===== src/rtl/pipeline_hazard_ctrl_if.sv =====
// Signal bundle between the pipeline datapath (master) and the hazard controller (slave).
// The datapath supplies the ID-stage decode fields and branch resolution; the controller returns enables, forwarding selects and status.
interface pipeline_hazard_ctrl_if #(
    parameter int CNT_W = 16
);
    logic [4:0]       ID_rs1;
    logic [4:0]       ID_rs2;
    logic             ID_rs1_used;
    logic             ID_rs2_used;
    logic [4:0]       ID_rd;
    logic             ID_RF_Enable;
    logic             ID_Load_Instr;
    logic             EX_Branch_Taken;
    logic             PC_LE;
    logic             IF_ID_LE;
    logic             IF_ID_Flush;
    logic             ID_EX_Bubble;
    logic [1:0]       Fwd_A;
    logic [1:0]       Fwd_B;
    logic [1:0]       Ctrl_State;
    logic [CNT_W-1:0] Stall_Count;
    logic [CNT_W-1:0] Flush_Count;

    modport master (
        output ID_rs1, ID_rs2, ID_rs1_used, ID_rs2_used, ID_rd,
               ID_RF_Enable, ID_Load_Instr, EX_Branch_Taken,
        input  PC_LE, IF_ID_LE, IF_ID_Flush, ID_EX_Bubble,
               Fwd_A, Fwd_B, Ctrl_State, Stall_Count, Flush_Count
    );

    modport slave (
        input  ID_rs1, ID_rs2, ID_rs1_used, ID_rs2_used, ID_rd,
               ID_RF_Enable, ID_Load_Instr, EX_Branch_Taken,
        output PC_LE, IF_ID_LE, IF_ID_Flush, ID_EX_Bubble,
               Fwd_A, Fwd_B, Ctrl_State, Stall_Count, Flush_Count
    );
endinterface


===== src/rtl/pipeline_hazard_ctrl.sv =====
// Hazard controller for a 5-stage RISC-V pipeline: shadow rd scoreboard for EX/MEM/WB,
// operand forwarding selects, load-use stall / branch flush actions and saturating event counters.
module pipeline_hazard_ctrl #(
    parameter int CNT_W = 16
) (
    input logic                  clk,
    input logic                  Reset,
    pipeline_hazard_ctrl_if.slave bus
);

    typedef enum logic [1:0] {
        ST_RUN   = 2'b00,
        ST_STALL = 2'b01,
        ST_FLUSH = 2'b10
    } state_t;

    // Only the EX entry needs the load flag: a load past EX is resolved by forwarding alone.
    logic [4:0]       ex_rd, mem_rd, wb_rd;
    logic             ex_wr, mem_wr, wb_wr;
    logic             ex_ld;
    state_t           state;
    state_t           action;
    logic             load_use;
    logic [CNT_W-1:0] stall_cnt;
    logic [CNT_W-1:0] flush_cnt;
    logic [1:0]       fwd_a;
    logic [1:0]       fwd_b;

    function automatic logic [1:0] fwd_sel(
        input logic [4:0] rs,
        input logic       used,
        input logic [4:0] e_rd, input logic e_wr,
        input logic [4:0] m_rd, input logic m_wr,
        input logic [4:0] w_rd, input logic w_wr
    );
        logic [1:0] sel;
        sel = 2'b00;
        if (used && rs != 5'd0) begin
            if (e_wr && e_rd == rs)
                sel = 2'b01;
            else if (m_wr && m_rd == rs)
                sel = 2'b10;
            else if (w_wr && w_rd == rs)
                sel = 2'b11;
        end
        return sel;
    endfunction

    always_comb begin
        fwd_a = fwd_sel(bus.ID_rs1, bus.ID_rs1_used, ex_rd, ex_wr, mem_rd, mem_wr, wb_rd, wb_wr);
        fwd_b = fwd_sel(bus.ID_rs2, bus.ID_rs2_used, ex_rd, ex_wr, mem_rd, mem_wr, wb_rd, wb_wr);

        load_use = ex_ld && ex_wr &&
                   ((bus.ID_rs1_used && bus.ID_rs1 != 5'd0 && bus.ID_rs1 == ex_rd) ||
                    (bus.ID_rs2_used && bus.ID_rs2 != 5'd0 && bus.ID_rs2 == ex_rd));

        // A taken branch squashes the ID instruction, so its load-use hazard is moot.
        if (bus.EX_Branch_Taken)
            action = ST_FLUSH;
        else if (load_use)
            action = ST_STALL;
        else
            action = ST_RUN;
    end

    always_comb begin
        bus.PC_LE        = 1'b1;
        bus.IF_ID_LE     = 1'b1;
        bus.IF_ID_Flush  = 1'b0;
        bus.ID_EX_Bubble = 1'b0;
        bus.Fwd_A        = fwd_a;
        bus.Fwd_B        = fwd_b;
        unique case (action)
            ST_FLUSH: begin
                bus.IF_ID_Flush  = 1'b1;
                bus.ID_EX_Bubble = 1'b1;
            end
            ST_STALL: begin
                bus.PC_LE        = 1'b0;
                bus.IF_ID_LE     = 1'b0;
                bus.ID_EX_Bubble = 1'b1;
            end
            default: ;
        endcase
        // Hold the front end frozen and squashed while in reset.
        if (Reset) begin
            bus.PC_LE        = 1'b0;
            bus.IF_ID_LE     = 1'b0;
            bus.IF_ID_Flush  = 1'b1;
            bus.ID_EX_Bubble = 1'b1;
            bus.Fwd_A        = 2'b00;
            bus.Fwd_B        = 2'b00;
        end
    end

    always_ff @(posedge clk) begin
        if (Reset) begin
            ex_rd     <= 5'd0;
            ex_wr     <= 1'b0;
            ex_ld     <= 1'b0;
            mem_rd    <= 5'd0;
            mem_wr    <= 1'b0;
            wb_rd     <= 5'd0;
            wb_wr     <= 1'b0;
            state     <= ST_RUN;
            stall_cnt <= '0;
            flush_cnt <= '0;
        end else begin
            wb_rd  <= mem_rd;
            wb_wr  <= mem_wr;
            mem_rd <= ex_rd;
            mem_wr <= ex_wr;
            if (action == ST_RUN) begin
                ex_rd <= bus.ID_rd;
                ex_wr <= bus.ID_RF_Enable && (bus.ID_rd != 5'd0);
                ex_ld <= bus.ID_Load_Instr;
            end else begin
                ex_rd <= 5'd0;
                ex_wr <= 1'b0;
                ex_ld <= 1'b0;
            end
            state <= action;
            if (action == ST_STALL && stall_cnt != '1)
                stall_cnt <= stall_cnt + 1'b1;
            if (action == ST_FLUSH && flush_cnt != '1)
                flush_cnt <= flush_cnt + 1'b1;
        end
    end

    assign bus.Ctrl_State  = state;
    assign bus.Stall_Count = stall_cnt;
    assign bus.Flush_Count = flush_cnt;

endmodule


===== src/flat_wrapper.sv =====
// flat-port wrapper written by rule: the top's interface ports become plain ports
module pipeline_hazard_ctrl_flat 
#(
    parameter int CNT_W = 16
)
  (clk, Reset, bus_ID_rs1, bus_ID_rs2, bus_ID_rs1_used, bus_ID_rs2_used, bus_ID_rd, bus_ID_RF_Enable, bus_ID_Load_Instr, bus_EX_Branch_Taken, bus_PC_LE, bus_IF_ID_LE, bus_IF_ID_Flush, bus_ID_EX_Bubble, bus_Fwd_A, bus_Fwd_B, bus_Ctrl_State, bus_Stall_Count, bus_Flush_Count);
  pipeline_hazard_ctrl_if #(.CNT_W(CNT_W)) bus_i ();
  input logic clk;
  input logic Reset;
  input wire logic [$bits(bus_i.ID_rs1)-1:0] bus_ID_rs1;
  input wire logic [$bits(bus_i.ID_rs2)-1:0] bus_ID_rs2;
  input wire logic [$bits(bus_i.ID_rs1_used)-1:0] bus_ID_rs1_used;
  input wire logic [$bits(bus_i.ID_rs2_used)-1:0] bus_ID_rs2_used;
  input wire logic [$bits(bus_i.ID_rd)-1:0] bus_ID_rd;
  input wire logic [$bits(bus_i.ID_RF_Enable)-1:0] bus_ID_RF_Enable;
  input wire logic [$bits(bus_i.ID_Load_Instr)-1:0] bus_ID_Load_Instr;
  input wire logic [$bits(bus_i.EX_Branch_Taken)-1:0] bus_EX_Branch_Taken;
  output wire logic [$bits(bus_i.PC_LE)-1:0] bus_PC_LE;
  output wire logic [$bits(bus_i.IF_ID_LE)-1:0] bus_IF_ID_LE;
  output wire logic [$bits(bus_i.IF_ID_Flush)-1:0] bus_IF_ID_Flush;
  output wire logic [$bits(bus_i.ID_EX_Bubble)-1:0] bus_ID_EX_Bubble;
  output wire logic [$bits(bus_i.Fwd_A)-1:0] bus_Fwd_A;
  output wire logic [$bits(bus_i.Fwd_B)-1:0] bus_Fwd_B;
  output wire logic [$bits(bus_i.Ctrl_State)-1:0] bus_Ctrl_State;
  output wire logic [$bits(bus_i.Stall_Count)-1:0] bus_Stall_Count;
  output wire logic [$bits(bus_i.Flush_Count)-1:0] bus_Flush_Count;
  assign bus_i.ID_rs1 = bus_ID_rs1;
  assign bus_i.ID_rs2 = bus_ID_rs2;
  assign bus_i.ID_rs1_used = bus_ID_rs1_used;
  assign bus_i.ID_rs2_used = bus_ID_rs2_used;
  assign bus_i.ID_rd = bus_ID_rd;
  assign bus_i.ID_RF_Enable = bus_ID_RF_Enable;
  assign bus_i.ID_Load_Instr = bus_ID_Load_Instr;
  assign bus_i.EX_Branch_Taken = bus_EX_Branch_Taken;
  assign bus_PC_LE = bus_i.PC_LE;
  assign bus_IF_ID_LE = bus_i.IF_ID_LE;
  assign bus_IF_ID_Flush = bus_i.IF_ID_Flush;
  assign bus_ID_EX_Bubble = bus_i.ID_EX_Bubble;
  assign bus_Fwd_A = bus_i.Fwd_A;
  assign bus_Fwd_B = bus_i.Fwd_B;
  assign bus_Ctrl_State = bus_i.Ctrl_State;
  assign bus_Stall_Count = bus_i.Stall_Count;
  assign bus_Flush_Count = bus_i.Flush_Count;
  pipeline_hazard_ctrl #(.CNT_W(CNT_W)) u_core (.clk(clk), .Reset(Reset), .bus(bus_i));
endmodule

===== config.mk =====
export PLATFORM = sky130hd
export DESIGN_NAME = pipeline_hazard_ctrl_flat
export DESIGN_NICKNAME = d
export VERILOG_FILES = /design/src/rtl/pipeline_hazard_ctrl_if.sv /design/src/rtl/pipeline_hazard_ctrl.sv /design/src/flat_wrapper.sv
export SDC_FILE = /design/constraint.sdc
export NUM_CORES = 1
export LEC_CHECK = 0
export CORE_MARGIN = 4
export CORE_UTILIZATION = 40
export CTS_BUF_LIST = sky130_fd_sc_hd__clkbuf_16
export DETAILED_ROUTE_END_ITERATION = 6
export GPL_ROUTABILITY_DRIVEN = 0
export PLACE_DENSITY = 0.71
export SYNTH_ARGS = -nofsm -noshare
export SYNTH_HDL_FRONTEND = slang
export SYNTH_SLANG_ARGS = --single-unit

===== constraint.sdc =====
create_clock -name clk -period 2.25 [get_ports clk]
set_input_delay 0.45 -clock clk [delete_from_list [all_inputs] [get_ports clk]]
set_output_delay 0.45 -clock clk [all_outputs]
set_load 0.005 [all_outputs]

==> impl_metrics.yaml <==
critical_path:
  critPathKind: "input port to output port"
  worstPathCellList: "buf_6 -> or4_4 -> o21ai_2 -> and3b_2 -> buf_6 -> o21bai_4 -> and2b_2 -> inv_2 -> buf_6"
  r2r_setup_slack_ns: -0.13
  required_ns: 1.80
  cp-end-kind: "output port"
  start_kind: "input port"
  slowest_delay_ns: 0.52
  reg2reg_depth: 11
  r2r_start: "u_core.ex_rd[3]"
  crit_slowest_cell: "or4_4"
  path_buf_inv: 4
  cp.arrival_ns: 2.02
  cp_top_family: "simple AND/OR/NAND/NOR gates"
  crit_fanout: 2
  reg2reg_to: "u_core.bus.Stall_Count[9]"
  cp_common_cell: "buf_6"
timing:
  max_freq_ghz: 0.405
  tns_ns: -1.21
  drv_slew: 0
  fin_worst_skew_ns: 0.00358
  tightest_slew_ns: 0.384
  fin_crit_ns: 2.47
  fin_crit_sh_pct: 110
  relSlewSlack_pct: 74.2
  fin_ws_ns: -0.220
  hold_viol_final: 0
  final-setup-viol-count: 9
  rsz0062_at_grt: "yes"
route:
  drt_pre_antenna_iters: 4
  routed_wirelength_mm: 7.39
  route.detailed.drc: 0
  postRouteAntennaNets: 0
  drt_iter0_drc: 117
  vias: 2515
  routed_via_density: 5.21
  wire_per_inst_um: 15.3
synthesis:
  synth_compound_area_share_pct: 5.43
  ys_seq_area_share_pct: 40.0
  synthAdderAreaFrac_pct: 0.944
  synth_cells: 301
  syn_nets: 325
  yosysMostFrequentCell: "dfxtp_1"
  yosysTopAreaCell: "dfxtp_1"
  synth_top_family_by_area: "simple AND/OR/NAND/NOR gates"
  synth_edf_count: 0
  synthDistinctLibCells: 39
  synth_top_area_share_pct: 40.0
  synthXorXnorAreaFrac_pct: 14.9
  synth_common_cells: "dfxtp_1, nor2_1, xor2_1"
  synth_area_leaders: "dfxtp_1, xor2_1, nor2b_1"
  ys_warn_count: 0
  synth_area_mm2: 0.00265
  synth.avg_cell_area_um2: 8.81
  async_flop_share_pct: 0
  muxShareOfSynthArea_pct: 5.00
  ys_seq_elements: 53
  synthFlopType: "dfxtp_1"
  synthSimpleGateAreaFrac_pct: 32.0
global_route:
  met2_usage_pct: 28.9
  overflow: 0
  use_met1_pct: 25.1
  grt_util_all_layers_pct: 18.2
  met3_usage_pct: 4.24
  antenna_found_initial: 0
  grt_max_degree: 38
  busiest_layer: "met2"
  grt_pass1_wl_mm: 11.5
  grt_pass1_vias: 2405
run_status:
  violations: "setup timing"
  outcome: "finished, violations left"
clocking:
  clock-root-buffer: "clkbuf_16"
  clock_path_buffers: 2
  numCtsBuffers: 5
  clk_latency_ns: 0.29
  htreeDepth: 2
  cts.sinks: 53
  cts_tree: "yes"
  clk_pin_slew_ns: 0.06
power_and_ir_drop:
  power.density_mw_per_mm2: 505
  p_leak_nw: 1.64
  ir_drop_v: 0.000327
layout:
  nFillCells: 549
  area_growth_pct: 52.3
  register_area_mm2: 0.00106
  layout-drive-gt1-share_pct: 28.6
  fin_util_pct: 63.2
  antenna_cells: 0
  multiInputGateArea_mm2: 0.00177
  nets: 430
  stdcell_count: 483
place:
  hpwl_mm: 5.14
  port_buffers: 63
  dp_cells: 468
die:
  initial_core_util_pct: 41.5
  pin_count: 64
  die_h_um: 89.4
  dieArea_mm2: 0.00800
  fp-row-count: 29
  core_mm2: 0.00639
  die_w_um: 89.4
hold_path:
  min_from: "Reset"
  hold_end: "u_core.mem_rd[4]"
  hold_class: "input port to flip-flop"
  hold_depth: 2
job:
  cap_viol_max_count: 0
==> cell families (layout without fill, tap and decap cells) <==
kind of cell	after synthesis	count (layout)
AO/OA/AOI/OAI	21	21
adder cells (fa/ha/maj)	2	2
AND/OR/NAND/NOR	157	157
multiplexers	12	12
buffers and inverters	11	116
flip-flops	53	53
XOR/XNOR	45	45
==> worst max path at each step <==
stage                        to          start  cells after the start  slack, ns
5_1_grt               bus_PC_LE  bus_ID_rs1[2]                      8      -0.29
3_3_place_gp   bus_ID_EX_Bubble  bus_ID_rs1[1]                      8      -0.79
3_5_place_dp   bus_ID_EX_Bubble  bus_ID_rs1[3]                      8      -0.81
2_1_floorplan         bus_PC_LE  bus_ID_rs1[1]                      6      -0.02
6_report       bus_ID_EX_Bubble  bus_ID_rs1[2]                      9      -0.22
4_1_cts        bus_ID_EX_Bubble  bus_ID_rs1[2]                      9      -0.21
==> layer usage <==
metal	vias up	wire, um
met5	-	0
met4	0	84
met3	10	336
met2	59	3590
met1	1190	3380
li1	1256	-
==> report_power, final <==
part | internal [mW] | total [mW] | switching (mW)
sequential | 0.953 | 0.970 | 0.0169
clock | 0.517 | 0.845 | 0.328
combinational | 0.120 | 0.223 | 0.102
total | 1.59 | 2.04 | 0.448
==> cell usage in the layout, fill, tap and decap left out, types with 4 or more instances in the layout <==
cell              n
nor2_1           36
buf_4            32
nor3_1            8
clkbuf_16         5
and2_1            8
clkdlybuf4s50_1  44
buf_6            16
xor2_1           30
nor4_2            4
mux2_4            4
nor2b_1          24
a21oi_1           5
xnor2_1          11
and3_1            6
mux2_2            6
nor4_4            5
nand2_1          14
dfxtp_1          50
buf_2            12
nand4_1          15
nand3_1          10
==> registers in the layout (all words and copies together) (netlist names) <==
| name | flops |
|---|---|
| u_core.ex_ld | 1 |
| u_core.wb_rd | 5 |
| u_core.ex_wr | 1 |
| u_core.mem_rd | 5 |
| u_core.ex_rd | 5 |
| u_core.mem_wr | 1 |
| u_core.bus.Stall_Count | 16 |
| u_core.wb_wr | 1 |
| u_core.bus.Flush_Count | 16 |
| u_core.bus.Ctrl_State | 2 |
==> final cells by class <==
cell class | count | area share, %
tap | 77 | 2.39
timing repair buffer | 107 | 23.4
sequential | 53 | 26.4
clock inverter | 2 | 0.868
inverter | 2 | 0.186
clock buffer | 5 | 3.10
multi-input combinational | 237 | 43.7
==> through the flow <==
stage	instance area, um^2	setup WS (ns)	power [mW]	hold WS [ns]
after floorplan	2680	-0.0246	1.07	0.459
after global placement	3630	-0.790	1.19	0.480
after detailed placement	3630	-0.814	1.19	0.488
after CTS	3800	-0.209	2.03	0.448
after global routing	4040	-0.288	2.12	0.463
final	4040	-0.220	2.04	0.453
==> what timing repair did <==
item / in CTS / in global routing
gates resized for setup: 74 / 43
setup buffers: 5 / 6
endpoints found under the setup margin: 22 / 16
hold buffers: 0 / 0
pin swaps: 18 / 13
No activity file was read; power rests on OpenSTA's default activity.
